## src/rtl/sel_mux_pipe.sv

```systemverilog
//----------------------------------------------------------------------------
// sel_mux_pipe
//
// Registered N-way datapath selector with a valid/ready handshake and a
// 2-entry skid buffer (output register OR + skid register SK). Each accepted
// transaction selects channel in_sel of in_bus. An out-of-range select
// produces zero data with out_err set. The select is carried through as it
// was presented.
//
// Optional feature macro: SEL_MUX_ERR_CNT_EN
//   When defined, the err_cnt port exists and counts accepts with an
//   out-of-range select. The count saturates at 255 and is cleared only by
//   reset. When undefined, the port and counter are absent.
//
// Parameters:
//   WIDTH   bits per channel
//   NUM_IN  number of channels (2..16)
//   SEL_W   select width, 2**SEL_W >= NUM_IN
//
// Ports:
//   Clk        clock, rising edge
//   Reset_n    asynchronous active-low reset
//   in_bus     flattened channels, channel k = in_bus[k*WIDTH +: WIDTH]
//   in_sel     channel index
//   in_valid   upstream transaction present
//   in_ready   block can accept (decoded from state only)
//   out_data   selected, registered data
//   out_sel    select that produced out_data
//   out_err    in_sel was >= NUM_IN for this transaction
//   out_valid  out_data/out_sel/out_err valid
//   out_ready  downstream accepts
//   err_cnt    saturating out-of-range count (SEL_MUX_ERR_CNT_EN only)
//   dbg_state  current FSM state (0=EMPTY, 1=ONE, 2=FULL)
//
// Handshake: a transfer happens on a rising edge where valid && ready are
// both high. Valid never depends on ready. in_ready depends on state only,
// so there is no combinational path from out_ready to in_ready.
//----------------------------------------------------------------------------
module sel_mux_pipe #(
    parameter int WIDTH  = 8,
    parameter int NUM_IN = 4,
    parameter int SEL_W  = 2
) (
    input  logic                    Clk,
    input  logic                    Reset_n,
    input  logic [NUM_IN*WIDTH-1:0] in_bus,
    input  logic [SEL_W-1:0]        in_sel,
    input  logic                    in_valid,
    output logic                    in_ready,
    output logic [WIDTH-1:0]        out_data,
    output logic [SEL_W-1:0]        out_sel,
    output logic                    out_err,
    output logic                    out_valid,
    input  logic                    out_ready,
`ifdef SEL_MUX_ERR_CNT_EN
    output logic [7:0]              err_cnt,
`endif
    output logic [1:0]              dbg_state
);

    // One stored transaction: {data, sel, err}
    localparam int ENT_W = WIDTH + SEL_W + 1;

    typedef enum logic [1:0] {
        EMPTY = 2'd0,
        ONE   = 2'd1,
        FULL  = 2'd2
    } state_t;

    state_t            state, state_nxt;
    logic [ENT_W-1:0]  or_q, sk_q, new_entry;
    logic [WIDTH-1:0]  new_data;
    logic              sel_ok;
    logic              accept, deliver;
    logic              or_load_in, or_load_sk, sk_load;

    // Selection. Codes with no matching channel (including the unused codes
    // when NUM_IN is not a power of two) leave sel_ok low and data zero.
    always_comb begin
        new_data = '0;
        sel_ok   = 1'b0;
        for (int k = 0; k < NUM_IN; k++) begin
            if (in_sel == SEL_W'(k)) begin
                new_data = in_bus[k*WIDTH +: WIDTH];
                sel_ok   = 1'b1;
            end
        end
    end

    assign new_entry = {new_data, in_sel, ~sel_ok};

    assign in_ready  = (state != FULL);
    assign out_valid = (state != EMPTY);
    assign accept    = in_valid && in_ready;
    assign deliver   = out_valid && out_ready;

    // Next state and register load controls
    always_comb begin
        state_nxt  = state;
        or_load_in = 1'b0;
        or_load_sk = 1'b0;
        sk_load    = 1'b0;
        unique case (state)
            EMPTY: begin
                if (accept) begin
                    state_nxt  = ONE;
                    or_load_in = 1'b1;
                end
            end
            ONE: begin
                if (accept && deliver) begin
                    or_load_in = 1'b1;
                end else if (accept) begin
                    state_nxt = FULL;
                    sk_load   = 1'b1;
                end else if (deliver) begin
                    state_nxt = EMPTY;
                end
            end
            FULL: begin
                // No accept possible here: in_ready is low
                if (deliver) begin
                    state_nxt  = ONE;
                    or_load_sk = 1'b1;
                end
            end
            default: begin
                state_nxt = EMPTY;
            end
        endcase
    end

    always_ff @(posedge Clk or negedge Reset_n) begin
        if (!Reset_n) begin
            state <= EMPTY;
            or_q  <= '0;
            sk_q  <= '0;
        end else begin
            state <= state_nxt;
            if (or_load_in) begin
                or_q <= new_entry;
            end else if (or_load_sk) begin
                or_q <= sk_q;
            end
            if (sk_load) begin
                sk_q <= new_entry;
            end
        end
    end

    assign out_data  = or_q[ENT_W-1 -: WIDTH];
    assign out_sel   = or_q[SEL_W:1];
    assign out_err   = or_q[0];
    assign dbg_state = state;

`ifdef SEL_MUX_ERR_CNT_EN
    always_ff @(posedge Clk or negedge Reset_n) begin
        if (!Reset_n) begin
            err_cnt <= 8'd0;
        end else if (accept && !sel_ok && (err_cnt != 8'hFF)) begin
            err_cnt <= err_cnt + 8'd1;
        end
    end
`endif

endmodule

```

## config.mk

```make
export PLATFORM = sky130hd
export DESIGN_NAME = sel_mux_pipe
export DESIGN_NICKNAME = d
export VERILOG_FILES = /design/src/rtl/sel_mux_pipe.sv
export SDC_FILE = /design/constraint.sdc
export NUM_CORES = 1
export LEC_CHECK = 0
export CORE_MARGIN = 4
export CORE_UTILIZATION = 38
export CTS_CLUSTER_DIAMETER = 150
export DETAILED_ROUTE_END_ITERATION = 8
export PLACE_DENSITY = 0.83
export SLEW_MARGIN = 30
export SYNTH_ARGS = -nofsm -noshare
export SYNTH_HDL_FRONTEND = slang
export SYNTH_SLANG_ARGS = --single-unit
```

## constraint.sdc

```tcl
create_clock -name Clk -period 1.4 [get_ports Clk]
set_input_delay 0.28 -clock Clk [delete_from_list [all_inputs] [get_ports Clk]]
set_output_delay 0.28 -clock Clk [all_outputs]
set_load 0.005 [all_outputs]
```

==> qor.csv, run 1 <==
metric,value,unit
run status,"complete, but fails checks",
failing checks,setup timing,
top-count cell post-synth,dfrtp_1,
register area share after synthesis,47.1,%
initial antenna violation count,0,
Die Y,65.9,um
placed cell areas,1990,sq um
warnings from Yosys,0,
synth top area cells,"dfrtp_1, mux2_2, mux4_2",
clk_lat worst skew,0.32,ns
cell family with most CP delay,multiplexers,
via count,1034,
minimum clock period,1.54,ns
period utilization,110,%
Routed Antenna Nets,0,
"Cell Chain, Critical Path","buf_6, nand3b_1, buf_6, mux2_4, mux2_4",
buffer and inverter count on the worst path,2,
Finish-stage setup viols,22,
Crit Path Category,register to register,
cell count after synthesis,82,
vias in the first global route,1149,
Core Box Area,3130,sq um
worst setup margin,-0.143,ns
gr usage total,17.4,%
Max Fclk,0.648,GHz
placed insts,189,
synthesized area,1270,sq um
RSZ-0062 raised after global routing,yes,
largest stage delay on the critical path,0.40,ns
Port Buffers,52,
Seq cells post-synth,24,
routed length per placed instance,17.3,um
endpoints failing hold,0,
Initial Util,40.8,%
clock root cell,clkbuf_4,
clock skew,0.00108,ns
maximum vdd drop,0.690,mV
dpl hpwl,2390,um
clk buf depth,2,
cell area after layout,2230,sq um
GPL Wtd Cong,0.728,
Post-Layout Cell Count,207,
syn_nets,120,
slew margin rel.,79.5,%
Syn-to-layout area delta,75.3,%
total grt overflow,0,
Synth top area share,47.1,%
row count,20,
Main synth FF type,dfrtp_1,
Final Net Count,202,
Lkg Pwr,0.00107,uW
drt total wl,3580,um
hold buffers post-CTS,0,
Startpoint Class,register,
largest net degree at the start of global routing,25,
Critical Path Slowest Stage Cell,dfrtp_1,
# DRC,0,
Initial DRC Count,10,
"Reg clk slew, reported paths",0.13,ns
I/O pin count,53,
CP Capture Type,register,
DRT Pass-1 Iters,2,
Num CTS Buffers,3,
Die Wd,65.9,um
CTS tree,yes,
H-tree depth,1,
vias per cell,5.00,
Mean Syn Cell Area,15.5,sq um
die area,4350,sq um
Async SR Flop Fraction,100,%
WP data required,1.62,ns
PD cells,1180,nW/um^2
CP Max Fanout,6,
Max Cap Viol,0,
Inserted Diodes,0,
ratio of cells with drive above 1 in the final layout,48.5,%
Tightest Pin Transition,0.308,ns
post-synth cell types,18,
post-synth top area cell,dfrtp_1,
number of flops mapped to enable cells by yosys,0,
max-slew violation count,0,
Worst Hold Class,input pin to async pin,
dpl ws,-0.498,ns
TritonCTS sink count,24,
Synth top cells by count,"dfrtp_1, mux2_2, mux2_4, mux4_2",
WP data arrival,1.76,ns
global-route wire length before repair,5620,um
-- through the flow --
stage	util [%]	setup TNS [ns]	hold slack (ns)	total power [uW]
floorplan	-	-0.403	-0.0156	1580
global placement	63.5	-8.48	0.470	2030
detailed placement	63.5	-9.32	0.486	2080
CTS	69.6	-1.57	0.315	2580
global route	71.4	-2.65	0.316	2780
finish	71.4	-1.51	0.306	2640
-- cells in the final DEF (no fill, tap or decap), types with 2 or more instances in the layout --
cell type,n
clkdlybuf4s15_1,2
dlygate4sd2_1,11
clkdlybuf4s50_1,36
nand2b_4,2
mux4_2,8
dfrtp_1,24
mux2_4,30
a21oi_1,3
nand2_1,3
clkbuf_4,3
buf_4,18
nor2b_4,2
buf_6,10
-- kinds of logic after synthesis --
kind of cell           synth area share (%)
buffers and inverters                  1.96
flip-flops                             47.1
AND/OR/NAND/NOR                        4.61
multiplexers                           44.1
AO/OA/AOI/OAI                          2.26
-- layer usage --
metal / track usage, % / wire length, um
met2: 32.2 / 1890
met5: 0 / 0
met3: 3.91 / 203
met4: 5.96 / 36
met1: 19.4 / 1450
-- flip-flops by register name (all words and copies together), names as in the netlist --
register   count
or_q          11
sk_q          11
dbg_state      2
-- area by class of cell --
cell class	count	area, sq um
fill	223	893
timing repair buffer	81	787
multi-input combinational	54	756
sequential	24	601
tap	44	55.1
clock buffer	4	36.3
-- where the power goes --
part | switching (uW) | internal, uW | total, uW
Sequential | 135 | 921 | 1060
Clock | 210 | 159 | 369
Combinational | 337 | 880 | 1220
Total | 682 | 1960 | 2640
-- timing repair --
action                     4_1_cts  5_1_grt
setup buffers                   10        3
setup endpoints to repair       35       23
resized for setup               40       12
cloned                           1        0
-- path summary, 6_finish.rpt --
kind	from	to	slack, ns	cells after the start
max in group asynchronous	Reset_n	or_q[8]	0.86	2
hold / removal	Reset_n	or_q[6]	0.31	2
setup / recovery	dbg_state[0]	or_q[4]	-0.14	5
setup reg to reg	dbg_state[0]	or_q[4]	-0.14	5
hold reg to reg	sk_q[7]	sk_q[7]	0.53	1
min in group Clk	sk_q[7]	sk_q[7]	0.53	1
Note: power is estimated with default switching activity, not from simulation.
==> run 2: changes to the inputs <==
--- a/config.mk
+++ b/config.mk
@@ -9,6 +9,7 @@
 export CORE_UTILIZATION = 38
 export CTS_CLUSTER_DIAMETER = 150
 export DETAILED_ROUTE_END_ITERATION = 8
+export GPL_TIMING_DRIVEN = 0
 export PLACE_DENSITY = 0.83
 export SLEW_MARGIN = 30
 export SYNTH_ARGS = -nofsm -noshare
==> run 2 against run 1 <==
The flow still finishes with violations (setup timing). Global-route usage down 2.3 points. Sequential power hardly changed. Routed wire length fell by 13%. Largest cell class is now multi-input combinational cells. Largest power group is now sequential cells.
==> qor.csv, run 2 (synthesized netlist as in run 1, its figures left out) <==
metric,value,unit
filler cell count,231,
grt met1 use,17.7,%
Psw,618,uW
global-route wire length before repair,4880,um
TritonCTS sink count,24,
clk buf depth,2,
vias in the first global route,1021,
dpl ws,-0.650,ns
minimum clock period,1.63,ns
Port Buffers,50,
Syn-to-layout area delta,58.6,%
Initial DRC Count,16,
dpl hpwl,2220,um
ratio of cells with drive above 1 in the final layout,42.4,%
GPL Wtd Cong,0.765,
maximum vdd drop,0.567,mV
cell family with most CP delay,multiplexers,
hold slack,0.363,ns
Startpoint Class,register,
clk_lat worst skew,0.31,ns
vias per cell,5.02,
Lkg Pwr,0.000932,uW
Core Box Area,3130,sq um
largest stage delay on the critical path,0.44,ns
drt total wl,3120,um
Max Fclk,0.614,GHz
Die Y,65.9,um
largest net degree at the start of global routing,25,
met2 usage,26.5,%
failing checks,setup timing,
max-slew violation count,0,
CP Capture Type,register,
endpoints failing hold,0,
clock skew,0.000772,ns
Crit Path Category,register to register,
Inserted Diodes,0,
DRT Pass-1 Iters,5,
PD cells,1170,nW/um^2
Reg power frac,44.2,%
WP data required,1.61,ns
Die Wd,65.9,um
worst setup margin,-0.228,ns
I/O pin count,53,
Critical Path Slowest Stage Cell,dfrtp_1,
CP Max Fanout,10,
Initial Util,40.8,%
"most common cell after layout, fill and taps aside",clkdlybuf4s50_1,
Tightest Pin Transition,0.621,ns
via count,978,
routed length per placed instance,16.0,um
M3 GR Usage,2.38,%
# DRC,0,
switch share,26.2,%
buffer and inverter count on the worst path,2,
"Reg clk slew, reported paths",0.12,ns
Clk pwr share,12.6,%
initial antenna violation count,0,
die area,4350,sq um
Finish-stage setup viols,24,
H-tree depth,1,
Routed Antenna Nets,0,
busiest layer in global routing,met2,
row count,20,
period utilization,116,%
CTS tree,yes,
slew margin rel.,58.6,%
combinational cell fraction of total power,43.2,%
Final Net Count,191,
run status,"complete, but fails checks",
clock root cell,clkbuf_4,
gr usage total,15.2,%
total grt overflow,0,
most frequent cells in the layout,"clkdlybuf4s50_1, dfrtp_1, mux2_4, buf_4, dlygate4sd2_1",
Max Cap Viol,0,
Cell Int Power,1740,uW
Num CTS Buffers,3,
RSZ-0062 raised after global routing,yes,
"Cell Chain, Critical Path","buf_6, nand3b_1, buf_6, mux2_4, mux2_4",
Worst Hold Class,input pin to register,
WP data arrival,1.84,ns
[run 2: changes by cell type in the layout (fill, tap and decap cells not counted), sizes merged]
cell,change
buf,-10
dlygate4sd3,+1
bufbuf,-1
dlygate4sd2,+2
clkdlybuf4s50,-2
clkdlybuf4s15,-2
[run 2: final cells by class]
| class | instances | area, sq um | area share, % |
|---|---|---|---|
| clock buffers | 3 | 22.5 | 1.11 |
| well taps | 44 | 55.1 | 2.72 |
| multi-input cells | 54 | 706 | 34.9 |
| repair buffers | 66 | 603 | 29.8 |
| flip-flops and latches | 24 | 602 | 29.8 |
| plain buffers | 4 | 33.8 | 1.67 |
[run 2: power groups by stage]
stage | Clock (uW) | Combinational [uW] | Sequential, uW
floorplan | 0 | 532 | 1050
global placement | 0 | 922 | 1050
detailed placement | 0 | 949 | 1070
CTS | 301 | 1000 | 1040
global route | 328 | 1090 | 1070
finish | 298 | 1020 | 1040
[run 2: layer usage]
| metal | vias up | part of all wire, % |
|---|---|---|
| met5 | - | 0 |
| met4 | 0 | 1.9 |
| met3 | 4 | 7.6 |
| met2 | 42 | 50 |
| met1 | 485 | 40 |
| li1 | 447 | - |
[run 2: worst reg2reg max path, cell delays in order (launching register included)]
cell      delay (ns)
dfrtp_1         0.44
buf_6           0.14
nand3b_1        0.19
buf_6           0.19
mux2_4          0.30
mux2_4          0.26
[run 2: timing repair]
action                                  CTS  global route
hold buffers                              1             0
gates resized for setup                  23             5
cloned                                    1             0
pin swaps                                 0             1
endpoints found under the setup margin   34            23
hold endpoints to repair                 24             0
buffers inserted                         11             3
[run 2: path summary, 6_finish.rpt]
check / start / endpoint / slack, ns / depth (start not counted)
worst max-delay path: dbg_state[0] / or_q[5] / -0.23 / 5
worst min-delay path: in_sel[0] / sk_q[1] / 0.36 / 2
worst max register to register: dbg_state[0] / or_q[5] / -0.23 / 5
worst min register to register: sk_q[2] / sk_q[2] / 0.50 / 1
max in group asynchronous: Reset_n / dbg_state[1] / 0.57 / 2
min in group asynchronous: Reset_n / or_q[6] / 0.46 / 2
[run 2: metrics by stage]
stage	area [sq um]	util, %	setup TNS [ns]	instances	total power [uW]
after floorplan	1320	-	-0.403	82	1580
after global placement	1880	60.0	-14.29	176	1980
after detailed placement	1870	59.8	-11.26	176	2020
after CTS	2000	63.8	-3.06	192	2340
after global routing	2020	64.6	-4.90	195	2490
final	2020	64.6	-3.79	195	2360
